## src/rtl/vector_alu_sequencer.sv

```systemverilog
// Vector engine front end: streams A/B element pairs from memory through the ALU and writes results back.
// Latency: 5 cycles per element plus one DONE cycle (5*len+1 from start to done); rejects/len=0 answer next cycle.
// Backpressure: none; memory is assumed to answer reads in exactly one cycle and accept writes immediately.
module vector_alu_sequencer #(
    parameter int DATA_W  = 16,
    parameter int ADDR_W  = 16,
    parameter int MAX_LEN = 256
) (
    input  logic              CLK,
    input  logic              RST_n,
    input  logic              start,
    input  logic [3:0]        op,
    input  logic [ADDR_W-1:0] src_a,
    input  logic [ADDR_W-1:0] src_b,
    input  logic [ADDR_W-1:0] dst,
    input  logic [15:0]       len,
    output logic              busy,
    output logic              done,
    output logic              error,
    output logic [ADDR_W-1:0] mem_addr,
    output logic              mem_rd,
    output logic              mem_wr,
    output logic [DATA_W-1:0] mem_wdata,
    input  logic [DATA_W-1:0] mem_rdata,
    output logic [DATA_W-1:0] alu_a,
    output logic [DATA_W-1:0] alu_b,
    output logic [3:0]        alu_op,
    input  logic [DATA_W-1:0] alu_out,
    input  logic [5:0]        alu_flags
);

    localparam logic [3:0]  OP_CMP    = 4'd4;
    localparam logic [15:0] MAX_LEN_W = 16'(MAX_LEN);

    typedef enum logic [2:0] {
        S_IDLE,
        S_RDA,
        S_RDB,
        S_CAPB,
        S_EXEC,
        S_WR,
        S_DONE
    } state_t;

    state_t            state_q, state_d;
    logic [ADDR_W-1:0] src_a_q, src_a_d;
    logic [ADDR_W-1:0] src_b_q, src_b_d;
    logic [ADDR_W-1:0] dst_q, dst_d;
    logic [15:0]       len_q, len_d;
    logic [15:0]       idx_q, idx_d;
    logic [DATA_W-1:0] alu_a_q, alu_a_d;
    logic [DATA_W-1:0] alu_b_q, alu_b_d;
    logic [3:0]        alu_op_q, alu_op_d;
    logic [DATA_W-1:0] res_q, res_d;
    logic              error_q, error_d;

    logic [15:0]       idx_inc;
    logic [ADDR_W-1:0] idx_addr;
    logic              cmd_bad;

    assign idx_inc  = idx_q + 16'd1;
    assign idx_addr = ADDR_W'(idx_q);
    assign cmd_bad  = (op > OP_CMP) || (len > MAX_LEN_W);

    // State register and all latched command/datapath registers; reset abandons any vector in flight.
    always_ff @(posedge CLK or negedge RST_n) begin
        if (!RST_n) begin
            state_q  <= S_IDLE;
            src_a_q  <= '0;
            src_b_q  <= '0;
            dst_q    <= '0;
            len_q    <= '0;
            idx_q    <= '0;
            alu_a_q  <= '0;
            alu_b_q  <= '0;
            alu_op_q <= '0;
            res_q    <= '0;
            error_q  <= 1'b0;
        end else begin
            state_q  <= state_d;
            src_a_q  <= src_a_d;
            src_b_q  <= src_b_d;
            dst_q    <= dst_d;
            len_q    <= len_d;
            idx_q    <= idx_d;
            alu_a_q  <= alu_a_d;
            alu_b_q  <= alu_b_d;
            alu_op_q <= alu_op_d;
            res_q    <= res_d;
            error_q  <= error_d;
        end
    end

    // Next-state logic: command acceptance, per-element read/read/capture/exec/write walk, completion.
    always_comb begin
        state_d  = state_q;
        src_a_d  = src_a_q;
        src_b_d  = src_b_q;
        dst_d    = dst_q;
        len_d    = len_q;
        idx_d    = idx_q;
        alu_a_d  = alu_a_q;
        alu_b_d  = alu_b_q;
        alu_op_d = alu_op_q;
        res_d    = res_q;
        error_d  = 1'b0;
        case (state_q)
            S_IDLE: begin
                if (start) begin
                    if (cmd_bad) begin
                        error_d = 1'b1;
                    end else if (len == 16'd0) begin
                        state_d = S_DONE;
                    end else begin
                        src_a_d  = src_a;
                        src_b_d  = src_b;
                        dst_d    = dst;
                        len_d    = len;
                        alu_op_d = op;
                        idx_d    = '0;
                        state_d  = S_RDA;
                    end
                end
            end
            S_RDA: begin
                state_d = S_RDB;
            end
            S_RDB: begin
                // A[i] arrives now, one cycle after its read strobe.
                alu_a_d = mem_rdata;
                state_d = S_CAPB;
            end
            S_CAPB: begin
                alu_b_d = mem_rdata;
                state_d = S_EXEC;
            end
            S_EXEC: begin
                // Compare stores the flag vector, zero-extended, instead of the ALU data result.
                if (alu_op_q == OP_CMP) begin
                    res_d = {{(DATA_W-6){1'b0}}, alu_flags};
                end else begin
                    res_d = alu_out;
                end
                state_d = S_WR;
            end
            S_WR: begin
                idx_d = idx_inc;
                if (idx_inc == len_q) begin
                    state_d = S_DONE;
                end else begin
                    state_d = S_RDA;
                end
            end
            S_DONE: begin
                state_d = S_IDLE;
            end
            default: begin
                state_d = S_IDLE;
            end
        endcase
    end

    // Memory strobes and status decoded from the state register so reset clears them immediately.
    always_comb begin
        mem_rd    = 1'b0;
        mem_wr    = 1'b0;
        mem_addr  = '0;
        mem_wdata = '0;
        busy      = 1'b0;
        done      = 1'b0;
        case (state_q)
            S_RDA: begin
                busy     = 1'b1;
                mem_rd   = 1'b1;
                mem_addr = src_a_q + idx_addr;
            end
            S_RDB: begin
                busy     = 1'b1;
                mem_rd   = 1'b1;
                mem_addr = src_b_q + idx_addr;
            end
            S_CAPB, S_EXEC: begin
                busy = 1'b1;
            end
            S_WR: begin
                busy      = 1'b1;
                mem_wr    = 1'b1;
                mem_addr  = dst_q + idx_addr;
                mem_wdata = res_q;
            end
            S_DONE: begin
                done = 1'b1;
            end
            default: begin
                busy = 1'b0;
            end
        endcase
    end

    assign error  = error_q;
    assign alu_a  = alu_a_q;
    assign alu_b  = alu_b_q;
    assign alu_op = alu_op_q;

endmodule

```

## config.mk

```make
export PLATFORM = sky130hd
export DESIGN_NAME = vector_alu_sequencer
export DESIGN_NICKNAME = d
export VERILOG_FILES = /design/src/rtl/vector_alu_sequencer.sv
export SDC_FILE = /design/constraint.sdc
export NUM_CORES = 1
export LEC_CHECK = 0
export ABC_AREA = 1
export ABC_CLOCK_PERIOD_IN_PS = 4250
export CORE_UTILIZATION = 45
export CTS_BUF_LIST = sky130_fd_sc_hd__clkbuf_4
export DETAILED_ROUTE_END_ITERATION = 10
export PLACE_DENSITY = 0.77
export SETUP_SLACK_MARGIN = 0.5
export SYNTH_ARGS = -nofsm -noshare
export SYNTH_HDL_FRONTEND = slang
export SYNTH_SLANG_ARGS = --single-unit
```

## constraint.sdc

```tcl
create_clock -name CLK -period 4.25 [get_ports CLK]
set_clock_uncertainty 0.05 [all_clocks]
set_input_delay 1.0625 -clock CLK [delete_from_list [all_inputs] [get_ports CLK]]
set_output_delay 1.0625 -clock CLK [all_outputs]
set_load 0.02 [all_outputs]
```

## Yosys cells after proc, flatten, opt, wreduce, memory -nomap -nowiden

Index checks and enable logic that the tools add are counted.

| cells by class | value |
|---|---|
| bitwise operators | 2 |
| add/subtract/negate cells | 4 |
| magnitude comparators | 2 |
| reduce and logical (&&, ||, !) cells | 9 |
| equality and inequality tests | 11 |
| muxes and demuxes | 19 |

Operators with widths:

| operator | number |
|---|---|
| $mux 16 | 5 |
| $add 16x16->16 | 3 |
| $pmux 16 s3 | 1 |
| $pmux 16 s2 | 1 |
| $pmux 3 s6 | 1 |
| $add 16x1->16 const B | 1 |
| $eq 16x16->1 | 1 |
| $gt 16x9->1 const B | 1 |
| $logic_not 16->1 | 1 |
| $mux 3 | 4 |
| $eq 3x3->1 const B | 3 |
| $reduce_and 4->1 | 2 |
| $mux 1 | 7 |
| $eq 3x2->1 const B | 2 |
| $ne 2x2->1 const B | 3 |
| $reduce_or 5->1 | 1 |
| $eq 4x3->1 const B | 1 |
| $gt 4x3->1 const B | 1 |
| $eq 3x1->1 const B | 1 |
| $logic_not 3->1 | 1 |
| $not 1->1 | 2 |
| $reduce_and 2->1 | 1 |
| $reduce_bool 2->1 | 1 |
| $reduce_or 2->1 | 1 |
| $logic_or 1x1->1 | 1 |

| storage, ports and cells | value |
|---|---|
| bits of input ports | 109 |
| logic and storage cells | 58 |
| bits in registers | 136 |
| output and inout port bits | 73 |

## Depth between registers and ports, before layout

Gate-level depths: netlist of the first run.

| logic depth | value |
|---|---|
| depth after elaboration | 5 |
| mapped depth | 23 |
| mapped depth without buffers | 22 |

## Worst setup path before layout of the first run

No wires, ideal clock.

| timing path | value |
|---|---|
| kind | register to output |
| start point | reg state_q[0] |
| end point | out mem_addr[12] |
| arrival time | 3.236 ns |
| path buffers | 1 |
| path slack | -0.099 ns |
| data required time | 3.138 ns |
| cell stages (with the launch flop) | 21 |
| cells stage by stage | dfrtp_1 -> nor3_2 -> nor2_1 -> inv_1 -> buf_2 -> o22ai_1 -> nor2_1 -> ha_1 -> inv_1 -> fa_1 -> inv_1 -> nand2_1 -> inv_1 -> nand2_1 -> nand2_1 -> a21oi_1 -> o21ai_0 -> a21boi_0 -> o21ai_0 -> nor2_1 -> nor2_1 |

| between the ends | value |
|---|---|
| word-level cells in the longest chain between the ends | 2 |
| elaborated cells between the ends (all ways) | 4 |
| those cells by class | 3 x eq/ne; 1 x mux |

Ends and longest elaborated chain:

| item | line | source |
|---|---|---|
| start, declared | 45 | `state_t state_q, state_d;` |
| start signal, assigned | 80 | `state_q <= state_d;` |
| $eq 3x3->1 (tied with other cells) | 171 | `case (state_q)` |
| $pmux 16 s3 (*) | 171 |  |
| end, declared | 20 | `output logic [ADDR_W-1:0] mem_addr,` |

Every way passes the cells marked *; elsewhere a longest branch is shown, timed or not.

## Worst setup path in the final report of the first run

| timing path | value |
|---|---|
| start point | reg state_q[1] |
| end point | out mem_addr[10] |

Same word-level chain as after synthesis.

==> flow_summary.ini, run 1 <==
[floorplan]
io_pins = 182
rows = 45
die_w_um = 128
start_util_pct = 46.7
die_y_um = 128
die_area_um2 = 16500
core_area_um2 = 15400

[cells_and_area]
fin_nets = 1292
n_fill_cell = 1372
fin_cells = 1387
antenna_cells = 0
layout_commonest_cell = nand2_1
fin_area_um2 = 9990
final_cell_mix = 316 x nand2_1, 163 x clkdlybuf4s50_1, 135 x dfrtp_1, 89 x nor2_1, 83 x inv_1
drive_gt1_share_pct = 14.2
area_growth_pct = 38.8

[drt]
drcViolationCount = 0
first_pass_iters = 5
wl_um = 20400
vias = 6939
ant_nets = 0
wl_per_cell_um = 14.7
drt_iter0_markers = 405
via_per_inst = 5.00

[status]
outcome = finished, violations left
violations = negative setup slack

[sta]
setup_violations = 8
period_minus_slack_ps = 4490
finalCritPeriodShare_pct = 106
tns_ps = -1030
slew_violations = 0
tightest_slew_ps = 699
hold_viol_final = 0
rsz0062_at_grt = true
hold_ws_ps = 423
maxSlewHeadroom_pct = 53.4
fin_ws_ps = -235
clock.fmax_mhz = 223

[critical_path]
cp_max_fo = 5
path_class = reg2out
worstPathArrival_ps = 3370
cp-end-kind = output port
critPathLaunchType = register
crit_required_ps = 3140

[logic_synthesis]
async_flop_share_pct = 100
netlist_area_um2 = 7200
synth_edf_count = 0
synthCells = 947
ys.warnings.count = 0
syn_nets = 1075
ys_types = 41
synth-seq-cells = 136
syn_area_per_cell_um2 = 7.60
ys.flop_type = dfrtp_1
ys_seq_area_share_pct = 47.3

[clock_network]
postCtsHoldBufs = 0
clockRootBuffer = clkbuf_4
clkSlewWorstSetupHoldPaths_ps = 120
cts_tree = yes
clockBufferDepth = 2
ctsHtreeMaxLevel = 4
clock_latency_ps = 560
cts_inserted_buffers = 17
clock-sinks = 136

[global_routing]
grt_max_degree = 72
groute.usage.overall_pct = 26.3
antenna_found_initial = 0
overflow = 0
grt_pass1_wl_um = 33300
grt_pass1_vias = 6793

[power_and_ir_drop]
leakagePower_nw = 5.35
total_power_mw = 2.88
p_per_area_nw_per_um2 = 288
worst_ir_drop_vdd_v = 0.000255

[placed_design]
gp_congestion = 0.937
place_area_um2 = 9460
placedCellCount = 1348
port_buffers = 181
place_hpwl_um = 15000

[min_path]
hp-class = in2async

[flow_run]
maxCapViolations = 0
[report_power, final]
group | internal [mW] | switching (mW) | total (mW) | leakage (nW)
combinational | 0.292 | 0.315 | 0.607 | 3.70
clock | 0.417 | 0.502 | 0.919 | 0.156
sequential | 1.32 | 0.0274 | 1.35 | 1.49
total | 2.03 | 0.845 | 2.88 | 5.35
[worst max-delay path, cell delays in order (launching register included)]
cell,delay (ps)
dfrtp_1,390
inv_2,80
nor3_4,270
nor2_2,90
inv_2,90
o22ai_2,70
nor2_2,120
ha_2,190
inv_2,40
fa_2,330
inv_2,70
nand2_2,40
inv_2,60
nand2_2,60
nand2_4,80
a21oi_4,70
o21ai_2,170
a21boi_2,90
buf_4,140
xor2_2,160
nor2_2,90
buf_6,120
[cell type report]
class | instances | area, um^2 | share of cell area [%]
tap | 211 | 264 | 2.64
clock inverter | 13 | 170 | 1.70
clock buffer | 18 | 135 | 1.35
timing repair buffer | 235 | 2230 | 22.3
multi-input combinational | 682 | 3440 | 34.4
sequential | 136 | 3400 | 34.1
inverter | 92 | 349 | 3.49
[synth_stat cells, drive strengths merged (4+ instances only)]
master / number / area (um^2)
buf: 19 / 146
xor2: 8 / 70.1
nand3b: 5 / 37.5
nor2: 103 / 407
o21ai: 74 / 370
nand4: 9 / 62.6
nor3: 22 / 120
a21oi: 19 / 95.1
clkbuf: 18 / 67.6
o22ai: 20 / 125
xnor2: 4 / 35.0
inv: 90 / 340
nand2: 324 / 1220
or2: 4 / 25.0
nand3: 51 / 255
dfrtp: 136 / 3400
ha: 18 / 225
[what timing repair did]
action / in CTS / in global routing
resized for setup: 96 / 34
hold endpoints to repair: 0 / 0
gates cloned: 0 / 0
pin swaps: 6 / 15
endpoints found under the setup margin: 18 / 18
setup buffers: 4 / 4
[metal layers]
metal / part of all wire (%) / GRT usage, %
met2: 48 / 43.3
met3: 6.8 / 7.53
met5: 0 / 0
met4: 1.7 / 7.89
met1: 43 / 33.7
[path summary, 6_finish.rpt]
check,start,slack [ps],endpoint,cells after the start
worst max-delay path,state_q[1]$_DFFE_PN0P_,-240,mem_addr[10],21
worst min-delay path,RST_n,420,dst_q[12]$_DFFE_PN0P_,1
worst max register to register,state_q[1]$_DFFE_PN0P_,1690,src_a_q[1]$_DFFE_PN0P_,11
worst min register to register,dst_q[15]$_DFFE_PN0P_,440,dst_q[15]$_DFFE_PN0P_,2
max in group asynchronous,RST_n,2940,state_q[2]$_DFFE_PN0P_,2
min in group CLK,dst_q[15]$_DFFE_PN0P_,440,dst_q[15]$_DFFE_PN0P_,2
[stage by stage]
stage                     util, %  setup slack [ps]
after floorplan                 -               414
after global placement       61.3             -29.1
after detailed placement     61.3              -123
after CTS                    63.7              -238
after global routing         64.8              -484
final                        64.8              -235
[flip-flops by register name, indices dropped and copies added (netlist names)]
name,count
alu_a,16
alu_b,16
dst_q,16
idx_addr,16
len_q,16
res_q,16
src_a_q,16
src_b_q,16
alu_op,4
state_q,3
error,1
[logic make-up (layout without fill, tap and decap cells)]
family,after synthesis,after routing,share of synthesized area (%)
compound gates,125,125,9.45
xor+xnor,13,13,1.77
fa+ha+maj,19,19,3.41
buf+inv,129,358,7.80
flops,136,136,47.3
simple gates,525,525,30.3
No activity file was read; power rests on OpenSTA's default activity.
==> run 2: changes to the inputs <==
- ABC_AREA: 1 -> unset
- CORE_UTILIZATION: 45 -> 46
- PLACE_DENSITY: 0.77 -> 0.79
==> flow_summary.ini, run 2 <==
[sta]
setup_violations = 10
tightest_slew_ps = 1100
clock.fmax_mhz = 206
fin_ws_ps = -598
hold_ws_ps = 454
slew_violations = 0
rsz0062_at_grt = true
period_minus_slack_ps = 4850
tns_ps = -3880
hold_viol_final = 0
finalCritPeriodShare_pct = 114
maxSlewHeadroom_pct = 26.5

[clock_network]
clkSlewWorstSetupHoldPaths_ps = 130
clockRootBuffer = clkbuf_4
cts_inserted_buffers = 17
clockBufferDepth = 2
clock_latency_ps = 550
ctsHtreeMaxLevel = 4
clock-sinks = 136
postCtsHoldBufs = 0
cts_tree = yes

[cells_and_area]
area_growth_pct = 41.2
final_util_pct = 67.8
final_cell_mix = 147 x clkdlybuf4s50_1, 136 x dfrtp_1, 62 x buf_4, 47 x mux2_1, 46 x mux2_2
fin_nets = 990
layout_commonest_cell = clkdlybuf4s50_1
fin_area_um2 = 10000
drive_gt1_share_pct = 24.5

[critical_path]
r2r_slack_ps = 1190
rr_endpoint = state_q[0]$_DFFE_PN0P_
crit_required_ps = 3140
cp-end-kind = output port
critPathLaunchType = register
path_class = reg2out
worstPathArrival_ps = 3740
worstRegToRegCells = 7
timing.rr.start = idx_addr[1]$_DFFE_PN0P_
cp_max_fo = 6

[logic_synthesis]
synth_fa_ha_area_share_pct = 3.46
async_flop_share_pct = 100
synth_area_leaders = dfrtp_1 48%, mux2_1 7.5%, mux2_2 7.3%
ys.warnings.count = 0
synthMuxAreaShare_pct = 17.8
synth-seq-cells = 136
synth_compound_area_share_pct = 12.1
syn_area_per_cell_um2 = 11.2
synth_top_area_cell = dfrtp_1
ys.flop_type = dfrtp_1
yosys-top-cells-count = 136 x dfrtp_1, 47 x mux2_1, 46 x mux2_2, 40 x nand2_1, 40 x o21ai_0
syn_nets = 759
synth.most_common_cell = dfrtp_1
yosys.area_share.xor_xnor_pct = 4.15
ys_types = 63
synth_top_family_by_area = multiplexers
synth_top_area_share_pct = 48.1
ys_seq_area_share_pct = 48.1
netlist_area_um2 = 7080
synthSimpleGateAreaFrac_pct = 12.0
synth_edf_count = 0
synthCells = 631

[min_path]
min_delay_worst_endpoint = res_q[0]$_DFFE_PN0P_
min_from = res_q[0]$_DFFE_PN0P_
hp-class = reg2reg
holdPathStages = 2

[status]
outcome = finished, violations left
violations = negative setup slack

[power_and_ir_drop]
p_per_area_nw_per_um2 = 539
worst_ir_drop_vdd_v = 0.000438
leakagePower_nw = 4.59

[drt]
wl_per_cell_um = 18.7
first_pass_iters = 5
via_per_inst = 5.61
ant_nets = 0
wl_um = 19900
drt_iter0_markers = 288
vias = 5945
drcViolationCount = 0

[global_routing]
antenna_found_initial = 1
grt_pass1_wl_um = 32000
grt_max_degree = 121
overflow = 0
grt_pass1_vias = 6175
groute.usage.overall_pct = 25.9

[placed_design]
place_hpwl_um = 14300
place_area_um2 = 9530
gp_congestion = 0.902
place_ws_ps = -510
port_buffers = 181

[floorplan]
die_w_um = 126
core_area_um2 = 14800
rows = 44
die_area_um2 = 15900
start_util_pct = 48.0
die_y_um = 126
io_pins = 182

[flow_run]
maxCapViolations = 0
-- run 2: how the worst max path moves through the flow --
stage | startpoint | endpoint | slack [ps] | depth (start not counted)
CTS | state_q[2]$_DFFE_PN0P_ | mem_addr[14] | -660 | 13
finish | state_q[0]$_DFFE_PN0P_ | mem_addr[14] | -600 | 13
global placement | state_q[0]$_DFFE_PN0P_ | mem_addr[14] | -430 | 13
global route | state_q[0]$_DFFE_PN0P_ | mem_addr[14] | -720 | 13
detailed placement | state_q[0]$_DFFE_PN0P_ | mem_addr[14] | -510 | 13
floorplan | state_q[0]$_DFFE_PN0P_ | mem_addr[14] | -30 | 15
-- run 2: power by group --
part           total (mW)  switching (mW)  internal (mW)
clock network       0.818           0.563          0.255
logic                2.65            1.35           1.30
registers            1.93           0.310           1.62
-- run 2: what timing repair did --
item,in CTS,in global routing
endpoints found under the hold margin,0,0
resized for setup,111,28
setup endpoints to repair,33,17
gates cloned,1,0
buffers inserted,6,3
pin swaps,19,17
-- run 2: cells by family (layout without fill, tap and decap cells) --
family | count (synthesis) | after routing
and+or+nand+nor | 158 | 158
DFF | 136 | 136
AOI/OAI and AO/OA | 128 | 128
muxes | 114 | 114
buffers and inverters | 44 | 288
xor gates and xnor gates | 32 | 32
adders and majority gates | 19 | 19
other | 0 | 1
-- run 2: area by class of cell --
type	instances	area, um^2
clock buffer	17	128
antenna	1	2.50
timing repair buffer	246	2330
timing repair inverter	1	7.51
sequential	136	3400
clock inverter	15	129
fill	1131	4760
tap	184	230
inverter	9	41.3
multi-input combinational	451	3720
-- run 2: critical path, stage by stage (launching register included) --
cell	delay [ps]
dfrtp_1	390
inv_2	50
or3_4	450
inv_8	110
mux2i_1	220
o21ai_1	90
ha_2	180
or4_1	510
a21o_1	170
o22a_2	240
a2111oi_4	330
nor3_1	80
o22a_2	230
buf_6	130
-- run 2: metrics by stage --
| step | power [mW] | instances |
|---|---|---|
| final | 5.39 | 1060 |
| after global routing | 5.69 | 1060 |
| after CTS | 5.36 | 1056 |
| after detailed placement | 4.52 | 1017 |
| after global placement | 4.44 | 1017 |
| after floorplan | 3.33 | 631 |
-- run 2: metal layers --
| metal | share of wire (%) | track usage [%] |
|---|---|---|
| met1 | 40 | 30.6 |
| met2 | 50 | 44.9 |
| met3 | 7.7 | 7.52 |
| met4 | 2.1 | 9.00 |
| met5 | 0 | 0 |
